### src/rtl/axi_wr_pkg.sv
// Shared definitions for the two-requester AXI3 write arbiter:
// FSM state encoding and the fixed AW attributes driven to the master port.
package axi_wr_pkg;

    typedef enum logic [1:0] {
        IDLE = 2'd0,
        ADDR = 2'd1,
        DATA = 2'd2,
        RESP = 2'd3
    } state_t;

    // 4-byte beats, incrementing bursts, unprivileged secure data, bufferable/modifiable
    localparam logic [2:0] AXI_SIZE  = 3'b010;
    localparam logic [1:0] AXI_BURST = 2'b01;
    localparam logic [2:0] AXI_PROT  = 3'b000;
    localparam logic [3:0] AXI_CACHE = 4'b0011;

endpackage

### src/rtl/rr_arb2.sv
// Two-way round-robin picker: when both request, the one not granted last wins.
module rr_arb2 (
    input  logic [1:0] req,
    input  logic       last_grant,
    output logic [1:0] gnt
);

    always_comb begin
        gnt = req;
        if (req == 2'b11) begin
            gnt = last_grant ? 2'b01 : 2'b10;
        end
    end

endmodule

### src/rtl/axi_wr_arbiter.sv
// Shares one AXI3 write master between two requesters, one whole burst
// (AW, all W beats, B) at a time; WLAST is regenerated from the latched AWLEN.
module axi_wr_arbiter
    import axi_wr_pkg::*;
#(
    parameter int ADDR_W = 32,
    parameter int DATA_W = 32
) (
    input  logic                  bus_clk,
    input  logic                  bus_rst,

    input  logic [ADDR_W-1:0]     r0_awaddr,
    input  logic [3:0]            r0_awlen,
    input  logic                  r0_awvalid,
    input  logic [DATA_W-1:0]     r0_wdata,
    input  logic [DATA_W/8-1:0]   r0_wstrb,
    input  logic                  r0_wlast,
    input  logic                  r0_wvalid,
    input  logic                  r0_bready,
    output logic                  r0_awready,
    output logic                  r0_wready,
    output logic                  r0_bvalid,
    output logic [1:0]            r0_bresp,

    input  logic [ADDR_W-1:0]     r1_awaddr,
    input  logic [3:0]            r1_awlen,
    input  logic                  r1_awvalid,
    input  logic [DATA_W-1:0]     r1_wdata,
    input  logic [DATA_W/8-1:0]   r1_wstrb,
    input  logic                  r1_wlast,
    input  logic                  r1_wvalid,
    input  logic                  r1_bready,
    output logic                  r1_awready,
    output logic                  r1_wready,
    output logic                  r1_bvalid,
    output logic [1:0]            r1_bresp,

    output logic [ADDR_W-1:0]     m_awaddr,
    output logic [3:0]            m_awlen,
    output logic [2:0]            m_awsize,
    output logic [1:0]            m_awburst,
    output logic [2:0]            m_awprot,
    output logic [3:0]            m_awcache,
    output logic                  m_awvalid,
    input  logic                  m_awready,
    output logic [DATA_W-1:0]     m_wdata,
    output logic [DATA_W/8-1:0]   m_wstrb,
    output logic                  m_wlast,
    output logic                  m_wvalid,
    input  logic                  m_wready,
    input  logic                  m_bvalid,
    input  logic [1:0]            m_bresp,
    output logic                  m_bready,

    output logic [1:0]            grant,
    output logic                  len_err
);

    state_t      state;
    state_t      state_nxt;
    logic [1:0]  grant_q;
    logic        last_q;
    logic [3:0]  beat_cnt;
    logic [3:0]  len_q;
    logic        len_err_q;
    logic [1:0]  rr_gnt;
    logic        sel;
    logic        wlast_gen;
    logic        req_wlast;
    logic        aw_hs;
    logic        w_hs;
    logic        b_hs;

    rr_arb2 u_rr (
        .req        ({r1_awvalid, r0_awvalid}),
        .last_grant (last_q),
        .gnt        (rr_gnt)
    );

    assign sel       = grant_q[1];
    assign grant     = grant_q;
    assign len_err   = len_err_q;

    assign m_awaddr  = sel ? r1_awaddr : r0_awaddr;
    assign m_awlen   = sel ? r1_awlen  : r0_awlen;
    assign m_wdata   = sel ? r1_wdata  : r0_wdata;
    assign m_wstrb   = sel ? r1_wstrb  : r0_wstrb;
    assign req_wlast = sel ? r1_wlast  : r0_wlast;

    assign m_awsize  = AXI_SIZE;
    assign m_awburst = AXI_BURST;
    assign m_awprot  = AXI_PROT;
    assign m_awcache = AXI_CACHE;

    assign wlast_gen = (beat_cnt == len_q);
    assign m_wlast   = (state == DATA) && wlast_gen;

    always_ff @(posedge bus_clk or posedge bus_rst) begin
        if (bus_rst) begin
            state <= IDLE;
        end else begin
            state <= state_nxt;
        end
    end

    // Only the owner's handshake signals are connected; everything else reads 0.
    always_comb begin
        state_nxt  = state;
        m_awvalid  = 1'b0;
        m_wvalid   = 1'b0;
        m_bready   = 1'b0;
        r0_awready = 1'b0;
        r0_wready  = 1'b0;
        r0_bvalid  = 1'b0;
        r0_bresp   = 2'b00;
        r1_awready = 1'b0;
        r1_wready  = 1'b0;
        r1_bvalid  = 1'b0;
        r1_bresp   = 2'b00;
        aw_hs      = 1'b0;
        w_hs       = 1'b0;
        b_hs       = 1'b0;
        case (state)
            IDLE: begin
                if (r0_awvalid || r1_awvalid) begin
                    state_nxt = ADDR;
                end
            end
            ADDR: begin
                m_awvalid  = sel ? r1_awvalid : r0_awvalid;
                r0_awready = !sel && m_awready;
                r1_awready = sel && m_awready;
                aw_hs      = m_awvalid && m_awready;
                if (aw_hs) begin
                    state_nxt = DATA;
                end
            end
            DATA: begin
                m_wvalid  = sel ? r1_wvalid : r0_wvalid;
                r0_wready = !sel && m_wready;
                r1_wready = sel && m_wready;
                w_hs      = m_wvalid && m_wready;
                if (w_hs && wlast_gen) begin
                    state_nxt = RESP;
                end
            end
            RESP: begin
                r0_bvalid = !sel && m_bvalid;
                r1_bvalid = sel && m_bvalid;
                r0_bresp  = sel ? 2'b00 : m_bresp;
                r1_bresp  = sel ? m_bresp : 2'b00;
                m_bready  = sel ? r1_bready : r0_bready;
                b_hs      = m_bvalid && m_bready;
                if (b_hs) begin
                    state_nxt = IDLE;
                end
            end
            default: begin
                state_nxt = IDLE;
            end
        endcase
    end

    // last_q resets to 1 so requester 0 wins the first contention.
    always_ff @(posedge bus_clk or posedge bus_rst) begin
        if (bus_rst) begin
            grant_q   <= 2'b00;
            last_q    <= 1'b1;
            beat_cnt  <= 4'd0;
            len_q     <= 4'd0;
            len_err_q <= 1'b0;
        end else begin
            if (state == IDLE && rr_gnt != 2'b00) begin
                grant_q <= rr_gnt;
            end
            if (aw_hs) begin
                beat_cnt <= 4'd0;
                len_q    <= m_awlen;
            end
            if (w_hs) begin
                beat_cnt <= beat_cnt + 4'd1;
                if (req_wlast != wlast_gen) begin
                    len_err_q <= 1'b1;
                end
            end
            if (b_hs) begin
                grant_q <= 2'b00;
                last_q  <= sel;
            end
        end
    end

endmodule
### config.mk
export PLATFORM = sky130hd
export DESIGN_NAME = axi_wr_arbiter
export DESIGN_NICKNAME = d
export VERILOG_FILES = /design/src/rtl/axi_wr_pkg.sv /design/src/rtl/rr_arb2.sv /design/src/rtl/axi_wr_arbiter.sv
export SDC_FILE = /design/constraint.sdc
export NUM_CORES = 1
export LEC_CHECK = 0
export ABC_AREA = 1
export CORE_AREA = 4 4 99 101
export CTS_CLUSTER_DIAMETER = 60
export CTS_CLUSTER_SIZE = 14
export DETAILED_ROUTE_END_ITERATION = 8
export DIE_AREA = 0 0 103 105
export DONT_BUFFER_PORTS = 1
export PLACE_DENSITY = 0.37
export SYNTH_ARGS = -nofsm -noshare
export SYNTH_HDL_FRONTEND = slang
export SYNTH_HIERARCHICAL = 1
export SYNTH_SLANG_ARGS = --single-unit
### constraint.sdc
create_clock -name bus_clk -period 2.88 [get_ports bus_clk]
set_input_delay 0.576 -clock bus_clk [delete_from_list [all_inputs] [get_ports bus_clk]]
set_output_delay 0.576 -clock bus_clk [all_outputs]
set_load 0.005 [all_outputs]
* Yosys cells after proc, flatten, opt, wreduce, memory -nomap -nowiden
Index checks and enable logic that the tools add are counted.
Cells by class: $add $sub $neg 1, multiplexer cells 35, reductions and logical operators 20, equality and inequality tests 10
Operator list (count):
- two-way mux 32 bit | 2
- two-way mux 2 bit | 12
- two-way mux 1 bit | 16
- two-way mux 4 bit | 4
- logical AND 1 bit | 12
- one-hot mux 2 bit (4 select lines) | 1
- == test 2 bit (second input constant) | 3
- inequality test 2 bit (second input constant) | 3
- nonzero test 2 bit | 3
- adder 4 x 1 -> 4 bit (second input constant) | 1
- == test 4 bit | 1
- AND reduction 4 bit | 1
- == test 2 x 1 -> 1 bit (second input constant) | 1
- zero test 2 bit | 1
- inequality test 2 x 1 -> 1 bit (second input constant) | 1
- AND reduction 2 bit | 1
- zero test 1 bit | 1
- logical OR 1 bit | 1
- inequality test 1 bit | 1
Word-level totals: bits in registers 14, output and inout bits 101, word-level logic and storage cells 72

* Logic depth before layout (Yosys ltp)
Gate-level depths: netlist of run 1.
depth in word-level cells 6, mapped depth 10, mapped depth without buffers 9

* Cells and area by module
Netlist of run 1, hierarchy kept.
By module, submodules not included:
- axi_wr_arbiter | cells an instance 387, instances 1, sequential area each 351.6 µm², area an instance 2019.4 µm²
- rr_arb2 | cells an instance 5, instances 1, sequential area each 0.0 µm², area an instance 21.3 µm²

* Worst setup path after synthesis of run 1
No wires, ideal clock.
path kind reg2out, from reg grant_q[1], in the netlist grant[1], to out m_awaddr[10], arrival 1.050 ns, stages on the path, launching flop included 7, slack 1.254 ns, cell sequence dfrtp_1 buf_6 inv_6 buf_2 buf_4 nand2_1 nand2_1
Between the ends: longest elaborated chain between the ends 1
Ends and longest elaborated chain:
- start: declaration | line axi_wr_arbiter.sv:61 | logic [1:0] grant_q;
- start signal: assignment | line axi_wr_arbiter.sv:174 | grant_q <= rr_gnt;
- two-way mux 32 bit | line axi_wr_arbiter.sv:84 | assign m_awaddr = sel ? r1_awaddr : r0_awaddr;
- end: declaration | line axi_wr_arbiter.sv:38 | output logic [ADDR_W-1:0] m_awaddr,
No other way between the ends.

* Final worst setup path of run 1
from reg grant_q[1], in the netlist grant[1], to out r0_bvalid
Between the ends: longest elaborated chain between the ends 3
Ends and longest elaborated chain:
- zero test 1 bit | line axi_wr_arbiter.sv:148 | r0_bvalid = !sel && m_bvalid;
- logical AND 1 bit | line axi_wr_arbiter.sv:148
- two-way mux 1 bit | line axi_wr_arbiter.sv:123 | case (state)
- end: declaration | line axi_wr_arbiter.sv:22 | output logic r0_bvalid,
No other way between the ends.

==> results of run 1 <==
-- routing by layer --
metal | global-route usage | vias up | part of all wire
met3 | 0.01602 | 6 | 0.092
met4 | 0.02313 | 0 | 0.0097
met1 | 0.1463 | 952 | 0.38
li1 | - | 1112 | -
met2 | 0.2131 | 127 | 0.52
met5 | 0 | - | 0
-- cells in the mapped netlist (2+ instances only) --
| library cell | count | area share |
|---|---|---|
| nand2_4 | 3 | 0.017 |
| o22ai_1 | 2 | 0.0061 |
| clkbuf_1 | 2 | 0.0037 |
| clkinv_2 | 2 | 0.0049 |
| nand2_2 | 5 | 0.015 |
| a21oi_1 | 2 | 0.0049 |
| o21ai_1 | 7 | 0.017 |
| buf_2 | 8 | 0.020 |
| ha_1 | 6 | 0.037 |
| nor2_4 | 2 | 0.011 |
| nor2_1 | 10 | 0.018 |
| nor3_1 | 4 | 0.0098 |
| nand2_1 | 260 | 0.48 |
| dfrtp_1 | 13 | 0.16 |
| nand3_1 | 7 | 0.017 |
| nor2_2 | 2 | 0.0061 |
| buf_4 | 18 | 0.066 |
| conb_1 | 2 | 0.0037 |
| inv_1 | 26 | 0.048 |
-- worst max path at each step --
| stage | cells after the start | start | end | slack (ps) |
|---|---|---|---|---|
| floorplan | 6 | grant[1]$_DFFE_PP0P_ | m_awaddr[10] | 1250 |
| global placement | 3 | grant[1]$_DFFE_PP0P_ | r0_bresp[1] | 1110 |
| detailed placement | 3 | grant[1]$_DFFE_PP0P_ | r0_bvalid | 1060 |
| CTS | 3 | grant[1]$_DFFE_PP0P_ | r0_bvalid | 770 |
| global route | 3 | grant[1]$_DFFE_PP0P_ | r0_bvalid | 680 |
| finish | 3 | grant[1]$_DFFE_PP0P_ | r0_bvalid | 820 |
-- sequential cells by signal (all words and copies together) (netlist names) --
| signal | cells |
|---|---|
| grant | 2 |
| len_q | 4 |
| last_q | 1 |
| len_err | 1 |
| beat_cnt | 4 |
| state | 2 |
-- layout make-up --
class	instances	area, um^2
Fill cell	1060	6922
Multi-Input combinational cell	330	1416
Sequential cell	14	352.8
Tap cell	111	138.9
Inverter	29	116.4
Clock buffer	4	55.05
Timing Repair Buffer	1	20.02
-- power by group through the flow --
stage	Combinational (mW)	Sequential, mW	Clock, mW
3_5_place_dp	1.46	0.388	0
2_1_floorplan	1.27	0.356	0
3_3_place_gp	1.45	0.388	0
6_report	1.42	0.384	0.198
4_1_cts	1.46	0.386	0.204
5_1_grt	1.67	0.396	0.214
-- cells by family after synthesis --
kind of cell	count (synthesis)	synth area share
XOR/XNOR	2	0.008585
AO/OA/AOI/OAI	14	0.04046
AND/OR/NAND/NOR	294	0.5757
other	2	0.003680
buffers and inverters	58	0.1521
flip-flops	14	0.1723
multiplexers	2	0.01042
adder cells (fa/ha/maj)	6	0.03679
==> flow_summary.toml, run 1 <==
[place]
place_congestion = 0.7211
dpl.hpwl_um = 6257
io_buffers = 0
numPlacedInstances = 485
placed_area_um2 = 2044
place_ws_ps = 1058

[sta]
relSlewSlack = 0.6116
slew_violations = 0
hold_violations = 0
whs_ps = 272.0
fin_crit_ps = 2058
fmax_mhz = 486.0
setup-tns-final_ps = 0
rsz0062_at_grt = "no"
worstMarginPinSlew_ps = 581.9
setup_violations = 0
setup_ws_ps = 822.3
skew_ps = 4.596
fin_crit_sh = 0.7145

[logic_synthesis]
synth-async-reset-ratio = 1.000
yosysWarnings = 6
seq_area_frac_synth = 0.1723
netlist_area_um2 = 2041
yosys_register_bits = 14
synth-main-ff-cell = "dfrtp_1"
syn-instance-count = 392
syn_avg_cell_area_um2 = 5.206
ys_types = 30
synth-edff-count = 0

[clock_network]
cts_tree = "built"
clock_sinks = 14
cts-htree-levels = 1
ctsLongestPathBuffers = 2
cts-root-buf = "clkbuf_8"
cts_resized = 0
postCtsHoldBufs = 0
insertion_delay_ps = 250
post-cts-setup-buffer-count = 0
cts_buffers = 3
clkTransAtPathRegs_ps = 70

[route]
viasPerCell = 4.493
firstDrtPassIters = 4
num_vias = 2197
routedWlPerCell_um = 15.22
drt_iter0_drc = 101
final_antenna_net_count = 0
drc = 0
routed_wl_um = 7445

[worst_setup_path]
r2r-end = "state[1]$_DFFE_PP0P_"
critical-path-max-stage-delay_ps = 450
crit_type = "register to output port"
path_max_fanout = 79
crit_required_ps = 2300
r2r_slack_ps = 1300
end_kind = "output port"
critPathBufInv = 1
cp_slowest_cell = "dfrtp_2"
critPathLaunchType = "register"
cp_top_family = "flip-flops"
cp.arrival_ps = 1480
path_cells = "inv_6 -> nand2_1 -> nor2_1"
r2r-start = "grant[1]$_DFFE_PP0P_"
rr_worst_depth = 8

[power_and_ir_drop]
vdd_ir_drop_max_v = 0.0002701
intPower_uw = 839.3
combPwrFrac = 0.710
clock_power_share = 0.099
powerDensity_nw_per_um2 = 954.1
switchingPower_mw = 1.164
power.total_mw = 2.003
sw_frac_of_total = 0.5810
p_leak_nw = 1.281
p_seq_frac = 0.192

[final_layout]
final_cells = 489
fin_area_um2 = 2100
mostFrequentLayoutCells = "260 x nand2_1, 26 x inv_1, 12 x conb_1, 12 x dfrtp_1, 10 x nor2_1"
syn_to_final_growth_pct = 2.882
insertedDiodeCount = 0
mostFrequentLayoutCell = "nand2_1"
drive_gt1_frac = 0.06878
fin_nets = 544
final_core_util = 0.2327

[global_route]
gr-usage-all-layers = 0.1179
grt_pass1_wl_um = 10120
antenna_found_initial = 0
grt_pass1_vias = 1890
grt_max_degree = 82
overflow = 0

[floorplan]
rows = 35
core_area_um2 = 9021
die_width_um = 103
start_util = 0.2262
ios = 260
die_h_um = 105
die_area_um2 = 10820

[hold_path]
hold_class = "input port to asynchronous set/reset pin"

[status]
status = "completed"

[flow_run]
timing.max_cap.violations = 0
Note: power is estimated with default switching activity, not from simulation.
==> run 2, diff against run 1 <==
--- a/config.mk
+++ b/config.mk
@@ -12,7 +12,7 @@
 export DETAILED_ROUTE_END_ITERATION = 8
 export DIE_AREA = 0 0 103 105
 export DONT_BUFFER_PORTS = 1
-export PLACE_DENSITY = 0.37
+export PLACE_DENSITY = 0.38
 export SYNTH_ARGS = -nofsm -noshare
 export SYNTH_HDL_FRONTEND = slang
 export SYNTH_HIERARCHICAL = 1
==> constraint.sdc (replaced) <==
create_clock -name bus_clk -period 1.7 [get_ports bus_clk]
set_input_delay 0.34 -clock bus_clk [delete_from_list [all_inputs] [get_ports bus_clk]]
set_output_delay 0.34 -clock bus_clk [all_outputs]
set_load 0.005 [all_outputs]
==> run 2 against run 1 <==
Compared with the run above:
- power grew 85%
- sequential share of layout area fell by 0.99 points
- clock skew decreased by 2.4 ps
- via count increased by 1.5%
- die area stayed put
- flip-flop and latch count did not move
- sequential power up 73%
- design area increased by 6.3%
- combinational power is 92% higher
- core utilization up 1.5 points
- wire length grew 0.47%
- setup slack got worse by 730 ps
==> flow_summary.toml, run 2 (synthesis results as in run 1) <==
[clock_network]
insertion_delay_ps = 240
cts_tree = "built"
cts-root-buf = "clkbuf_8"
cts_buffers = 3
clock_sinks = 14
ctsLongestPathBuffers = 2
clkTransAtPathRegs_ps = 60
cts-htree-levels = 1

[place]
place_congestion = 0.7936
placed_area_um2 = 2082
dpl.hpwl_um = 6321
numPlacedInstances = 490
place_ws_ps = 207.6
io_buffers = 0

[sta]
rsz0062_at_grt = "no"
fin_crit_ps = 1604
setup-tns-final_ps = 0
hold_violations = 0
fmax_mhz = 623.4
worstMarginPinSlew_ps = 570.4
slew_violations = 0
whs_ps = 38.95
relSlewSlack = 0.6193
skew_ps = 2.236
setup_violations = 0
fin_crit_sh = 0.9435
setup_ws_ps = 95.99

[final_layout]
mostFrequentLayoutCells = "260 x nand2_1, 25 x inv_1, 12 x conb_1, 12 x dfrtp_1, 9 x nor2_1"
largestRegisters = "beat_cnt (4), len_q (4)"
syn_to_final_growth_pct = 9.319
fin_nets = 551
final_core_util = 0.2473
mostFrequentLayoutCell = "nand2_1"
final_cells = 496
drive_gt1_frac = 0.1013
fin_area_um2 = 2231
insertedDiodeCount = 0
n_fill_cell = 1044

[worst_setup_path]
critPathLaunchType = "register"
path_cells = "clkinv_8 -> buf_16 -> nand2_1 -> nand2_1"
cpMostUsedCell = "nand2_1"
crit_required_ps = 1360
r2r_slack_ps = 260
cp_top_family = "flip-flops"
cp_slowest_cell = "dfrtp_2"
critical-path-max-stage-delay_ps = 470
end_kind = "output port"
crit_type = "register to output port"
path_max_fanout = 25
critPathBufInv = 2
cp.arrival_ps = 1260

[route]
final_antenna_net_count = 0
routed_wl_um = 7480
routedWlPerCell_um = 15.08
num_vias = 2231
viasPerCell = 4.498
firstDrtPassIters = 4
drc = 0
drt_iter0_drc = 120

[floorplan]
die_area_um2 = 10820
rows = 35
core_area_um2 = 9021
die_h_um = 105
die_width_um = 103
start_util = 0.2262
ios = 260

[power_and_ir_drop]
powerDensity_nw_per_um2 = 1663
p_leak_nw = 1.342
vdd_ir_drop_max_v = 0.0005333
power.total_mw = 3.710

[global_route]
overflow = 0
grt_pass1_wl_um = 10010
grt_pass1_vias = 1980
grt_max_degree = 51
antenna_found_initial = 0
gr-usage-all-layers = 0.1165

[flow_run]
timing.max_cap.violations = 0

[hold_path]
hold_class = "input port to asynchronous set/reset pin"

[status]
status = "completed"
run 2: cell types whose count changed in the layout (fill, tap and decap cells not counted):
cell       before  now
buf_8           0    1
nor2_1         10    9
buf_6           0    1
buf_16          0    1
nor3_2          0    4
clkbuf_16       0    1
inv_2           0    1
inv_6           1    0
inv_1          26   25
clkinv_8        0    1
nor2_2          2    3
nor3_1          4    0
buf_4           0    3
run 2: layout make-up:
| class | instances | area, um^2 | area share |
|---|---|---|---|
| repair buffers | 8 | 121.4 | 0.05440 |
| clock buffers | 4 | 55.05 | 0.02468 |
| multi-input cells | 330 | 1439 | 0.6450 |
| flip-flops and latches | 14 | 352.8 | 0.1582 |
| well taps | 111 | 138.9 | 0.06225 |
| inverters | 29 | 123.9 | 0.05552 |
run 2: per-layer routing:
metal	share of wire	vias up	track usage
li1	-	1127	-
met1	0.39	968	0.1461
met2	0.51	132	0.2131
met3	0.088	4	0.009346
met4	0.0078	0	0.02313
met5	0	-	0
run 2: power breakdown:
group / leakage, nW / internal (mW) / switching [mW] / total, mW
clock: 0.0288 / 0.205 / 0.119 / 0.323
sequential: 0.171 / 0.504 / 0.161 / 0.664
combinational: 1.14 / 0.929 / 1.79 / 2.72
total: 1.34 / 1.64 / 2.07 / 3.71
run 2: path summary, 6_finish.rpt:
| check | start | to | cells past startpoint |
|---|---|---|---|
| min reg2reg | last_q$_DFFE_PP1P_ | last_q$_DFFE_PP1P_ | 2 |
| max in group asynchronous | bus_rst | grant[1]$_DFFE_PP0P_ | 1 |
| max | grant[1]$_DFFE_PP0P_ | m_awlen[1] | 4 |
| min in group bus_clk | m_bvalid | last_q$_DFFE_PP1P_ | 2 |
| min | bus_rst | len_q[0]$_DFFE_PP0P_ | 1 |
| max reg2reg | state[0]$_DFFE_PP0P_ | grant[1]$_DFFE_PP0P_ | 6 |
run 2: timing repair:
item                       in CTS  in global routing
gates cloned                    0                  1
pin swaps                       0                  2
hold buffers                    0                  0
setup endpoints to repair      26                 69
setup buffers                   0                  1
resized for setup               2                 13
==> run 3, diff against run 2 <==
--- a/config.mk
+++ b/config.mk
@@ -6,13 +6,14 @@
 export NUM_CORES = 1
 export LEC_CHECK = 0
 export ABC_AREA = 1
-export CORE_AREA = 4 4 99 101
+export CORE_AREA = 2 2 99 101
 export CTS_CLUSTER_DIAMETER = 60
 export CTS_CLUSTER_SIZE = 14
 export DETAILED_ROUTE_END_ITERATION = 8
-export DIE_AREA = 0 0 103 105
+export DIE_AREA = 0 0 101 103
 export DONT_BUFFER_PORTS = 1
-export PLACE_DENSITY = 0.38
+export GPL_ROUTABILITY_DRIVEN = 0
+export PLACE_DENSITY = 0.37
 export SYNTH_ARGS = -nofsm -noshare
 export SYNTH_HDL_FRONTEND = slang
 export SYNTH_HIERARCHICAL = 1
==> run 3 against run 2 <==
Compared with the run above:
- core utilization decreased by 1.3 points
- critical endpoint is now m_bready
- setup slack improved by 5.5 ps
- non-clock buffer count decreased by 1
- power decreased by 2.1%
- sequential share of layout area increased by 0.15 points
- global-route usage decreased by 0.55 points
==> flow_summary.toml, run 3 (synthesis results as in run 1) <==
[status]
status = "completed"

[clock_network]
insertion_delay_ps = 250
cts_buffers = 3
clock_sinks = 14
postCtsHoldBufs = 0
ctsLongestPathBuffers = 2
cts-htree-levels = 1
clkTransAtPathRegs_ps = 70
cts-root-buf = "clkbuf_8"
cts_tree = "built"

[worst_setup_path]
rr_worst_depth = 8
cp.arrival_ps = 1260
critical-path-max-stage-delay_ps = 460
path_max_fanout = 39
end_kind = "output port"
crit_required_ps = 1360
cp_slowest_cell = "dfrtp_2"
crit_type = "register to output port"
critPathLaunchType = "register"
path_cells = "buf_12 -> nand2_1 -> a21oi_2"

[floorplan]
ios = 260
start_util = 0.2157
die_area_um2 = 10400
die_h_um = 103
rows = 36
die_width_um = 101
core_area_um2 = 9459

[route]
num_vias = 2269
drc = 0
final_antenna_net_count = 0
routedWlPerCell_um = 13.99
routed_wl_um = 6969
drt_iter0_drc = 47
firstDrtPassIters = 4
viasPerCell = 4.556

[sta]
fin_crit_ps = 1598
worstMarginPinSlew_ps = 585.1
fin_crit_sh = 0.9403
rsz0062_at_grt = "no"
setup_violations = 0
skew_ps = 7.964
hold_violations = 0
setup_ws_ps = 101.5
relSlewSlack = 0.6095
slew_violations = 0
fmax_mhz = 625.6
setup-tns-final_ps = 0

[power_and_ir_drop]
switchingPower_mw = 2.056
vdd_ir_drop_max_v = 0.0004549
powerDensity_nw_per_um2 = 1639
sw_frac_of_total = 0.5659
intPower_mw = 1.577
combPwrFrac = 0.739
p_seq_frac = 0.181
clock_power_share = 0.079
p_leak_nw = 1.326

[global_route]
gr-usage-all-layers = 0.1110
grt_pass1_wl_um = 9170
overflow = 0
antenna_found_initial = 0
grt_pass1_vias = 1841
grt_max_degree = 45

[place]
place_ws_ps = 281.2
dpl.hpwl_um = 5724
io_buffers = 0

[final_layout]
syn_to_final_growth_pct = 8.645
mostFrequentLayoutCells = "260 x nand2_1, 25 x inv_1, 12 x conb_1"
insertedDiodeCount = 0
fin_nets = 550
drive_gt1_frac = 0.1016
mostFrequentLayoutCell = "nand2_1"
largestRegisters = "beat_cnt (4), len_q (4)"

[flow_run]
timing.max_cap.violations = 0

[hold_path]
hold_class = "input port to asynchronous set/reset pin"
-- run 3: power groups by stage --
stage	combinational, mW	sequential (mW)	clock, mW
floorplan	2.15	0.603	0
global placement	2.52	0.658	0
detailed placement	2.53	0.662	0
CTS	2.54	0.657	0.299
global route	3.13	0.689	0.321
finish	2.69	0.659	0.289
-- run 3: critical path: cells and delay by family (launching register included) --
family / cells / cell delay [ps]
buf+inv: 1 / 230
compound gates: 1 / 200
flops: 1 / 460
simple gates: 1 / 120
-- run 3: timing repair --
action / in CTS / in global routing
endpoints found under the setup margin: 0 / 60
setup buffers: 0 / 2
endpoints found under the hold margin: 0 / 0
resized for setup: 0 / 13
-- run 3: through the flow --
stage                     hold WS (ps)  instances  utilization  total power [mW]  instance area [um^2]
after floorplan                  228.5        402            -             2.752                  2078
after global placement           338.0        491       0.2202             3.179                  2083
after detailed placement         334.1        491       0.2202             3.196                  2083
after CTS                        68.82        495       0.2250             3.498                  2128
after global routing             80.90        498       0.2344             4.141                  2217
final                            34.57        498       0.2344             3.633                  2217
-- run 3: layout make-up --
| cell class | instances | area [um^2] |
|---|---|---|
| Inverter | 29 | 123.9 |
| Sequential cell | 14 | 354.1 |
| Fill cell | 1118 | 7242 |
| Clock buffer | 4 | 45.04 |
| Tap cell | 114 | 142.6 |
| Multi-Input combinational cell | 330 | 1441 |
| Timing Repair Buffer | 7 | 110.1 |
-- run 3: per-layer routing --
metal | track usage | part of all wire
met1 | 0.1330 | 0.40
met2 | 0.2113 | 0.52
met3 | 0.01153 | 0.067
met4 | 0.02807 | 0.0088
met5 | 0 | 0
-- run 3: path summary, 6_finish.rpt --
path / to / startpoint / slack [ps]
worst max-delay path: m_bready / grant[1]$_DFFE_PP0P_ / 100
worst min-delay path: len_q[1]$_DFFE_PP0P_ / bus_rst / 30
worst max register to register: state[0]$_DFFE_PP0P_ / grant[1]$_DFFE_PP0P_ / 240
worst min register to register: last_q$_DFFE_PP1P_ / last_q$_DFFE_PP1P_ / 500
max in group asynchronous: grant[1]$_DFFE_PP0P_ / bus_rst / 1240
min in group bus_clk: last_q$_DFFE_PP1P_ / m_bvalid / 310
==> RTL change, RTL diff (config.mk and constraints of run 3) <==
Change the parameter `DATA_W` from 32 to 16.
--- a/src/rtl/axi_wr_arbiter.sv
+++ b/src/rtl/axi_wr_arbiter.sv
@@ -4,7 +4,7 @@
     import axi_wr_pkg::*;
 #(
     parameter int ADDR_W = 32,
-    parameter int DATA_W = 32
+    parameter int DATA_W = 16
 ) (
     input  logic                  bus_clk,
     input  logic                  bus_rst,
Ports: changed (6 resized); port bits go from 260 to 206. The function was not compared with the original's and may differ.
==> RTL change against run 3 <==
Synthesized area decreased by 11%. Design area decreased by 10%. Power decreased by 8.9%. Routed wire length decreased by 11%. Die area unchanged. Global-route usage decreased by 1.3 points. Sequential cell count unchanged. Sequential power increased by 1%. Cell count decreased by 11%. Clock power increased by 14%. Worst setup slack got worse by 2.5 ps.
==> RTL change: results (changes against run 3) <==
status: "finished clean"
wirelength_um: 6170  # -11%
antenna_found_initial: 0  # unchanged
dp_slack_ps: 260  # -21.3 ps
detail_route.wl_per_cell_um: 14.0  # -0.25%
comb_power_share: 0.699  # -0.040
vdd_ir_drop_max_mv: 0.455  # about the same
drive_gt1_frac: 0.110  # +0.00819
cts_buffers: 3  # unchanged
cp_top_family: "flip-flops"
io_buffers: 0  # unchanged
p_leak_uw: 0.00116  # -13%
dr.pass1.iters: 4  # unchanged
cp.arrival_ps: 1260  # about the same
grt_max_degree: 55  # +22%
synth_warnings: 6  # unchanged
tightest_slew_ps: 569  # -16.5 ps
worstPathMaxFanout: 40  # +2.6%
grt_pass1_wl_um: 7920  # -14%
root_buffer: "clkbuf_8"
synth_commonest_cells: "nand2_1 (206), inv_1 (26), buf_4 (13), dfrtp_1 (13), buf_2 (11)"
wl_met3_um: 480  # +2.3%
pwr_density_cell_mw_per_mm2: 1660  # +1.3%
layout.nets: 458  # -17%
h-tree-depth: 1  # unchanged
dp_hpwl_um: 4980  # -13%
highest_layer: "met4"
yosysSeqAreaShare: 0.194  # +0.0222
synthArstFlopShare: 1.00  # unchanged
antenna_cells: 0  # unchanged
synth.distinct_cells: 29  # -3.3%
fill_cells: 1096  # -2.0%
vias_per_cell: 4.39  # -3.6%
powerClk_uw: 329  # +14%
netSwitchingFraction: 0.547  # -0.0185
clkTransAtPathRegs_ps: 60
placed_cells: 436  # -11%
hold_class: "input port to async pin"
met2RoutedLength_um: 3100  # -15%
grt_usage: 0.0976  # -0.0133
clkLatencyLatePin_ps: 240
synth_flop_cell: "dfrtp_1"
slowest_stage: "dfrtp_2"
drtIter0Drc: 84  # +79%
yosys-top-cells-area: "nand2_1 (43%), dfrtp_1 (18%), buf_4 (5.4%)"
met1Wirelength_um: 2570  # -7.5%
grt_pass1_vias: 1579  # -14%
largest_registers: "beat_cnt x4, len_q x4"
syn_area_per_cell_um2: 5.41  # +4.0%
clock_skew_ps: 2.38  # -5.58 ps
cts_buffer_depth: 2  # unchanged
max_stage_delay_ps: 470
RTL change: cell count changes after synthesis:
cell	change
buf_4	-5
clkbuf_1	-2
buf_2	+3
nand2_1	-54
RTL change: through the flow:
step | utilization | instance area, um^2 | hold slack, ps
after floorplan | - | 1850 | 229
after global routing | 0.211 | 1990 | 90.6
after detailed placement | 0.198 | 1870 | 348
after CTS | 0.204 | 1930 | 62.4
final | 0.211 | 1990 | 31.5
after global placement | 0.198 | 1870 | 341
RTL change: layout make-up:
type,instances,share of cell area
tap,114,0.0715
inverter,29,0.0621
timing repair buffer,5,0.0439
clock buffer,4,0.0276
sequential,14,0.178
multi-input combinational,276,0.617
RTL change: routing by layer:
layer | GRT usage | vias up
li1 | - | 956
met1 | 0.123 | 864
met2 | 0.182 | 119
met3 | 0.00746 | 2
met4 | 0.0218 | 0
met5 | 0 | -
RTL change: path summary, 6_finish.rpt:
kind | start | to | slack, ps | depth (start not counted)
hold reg to reg | last_q | last_q | 490 | 2
setup reg to reg | grant[1] | state[1] | 250 | 9
hold / removal | bus_rst | len_err | 30 | 1
min in group bus_clk | m_bvalid | last_q | 290 | 2
setup / recovery | grant[1] | m_wdata[2] | 100 | 4
max in group asynchronous | bus_rst | beat_cnt[2] | 1260 | 1
RTL change: repair_timing:
| item | CTS | global route |
|---|---|---|
| resized for setup | 0 | 9 |
| setup endpoints to repair | 0 | 45 |
| setup buffers | 0 | 1 |
RTL change: kinds of logic (layout without fill, tap and decap cells):
kind of cell             count (synthesis)  count (layout)  synth area share
XOR/XNOR                                 2               2           0.00969
flip-flops                              14              14             0.194
multiplexers                             2               2            0.0118
buffers and inverters                   54              38             0.155
AND/OR/NAND/NOR                        240             240             0.538
AO/OA/AOI/OAI                           14              14            0.0457
adder cells (fa/ha/maj)                  6               6            0.0415
other                                    2              12           0.00415
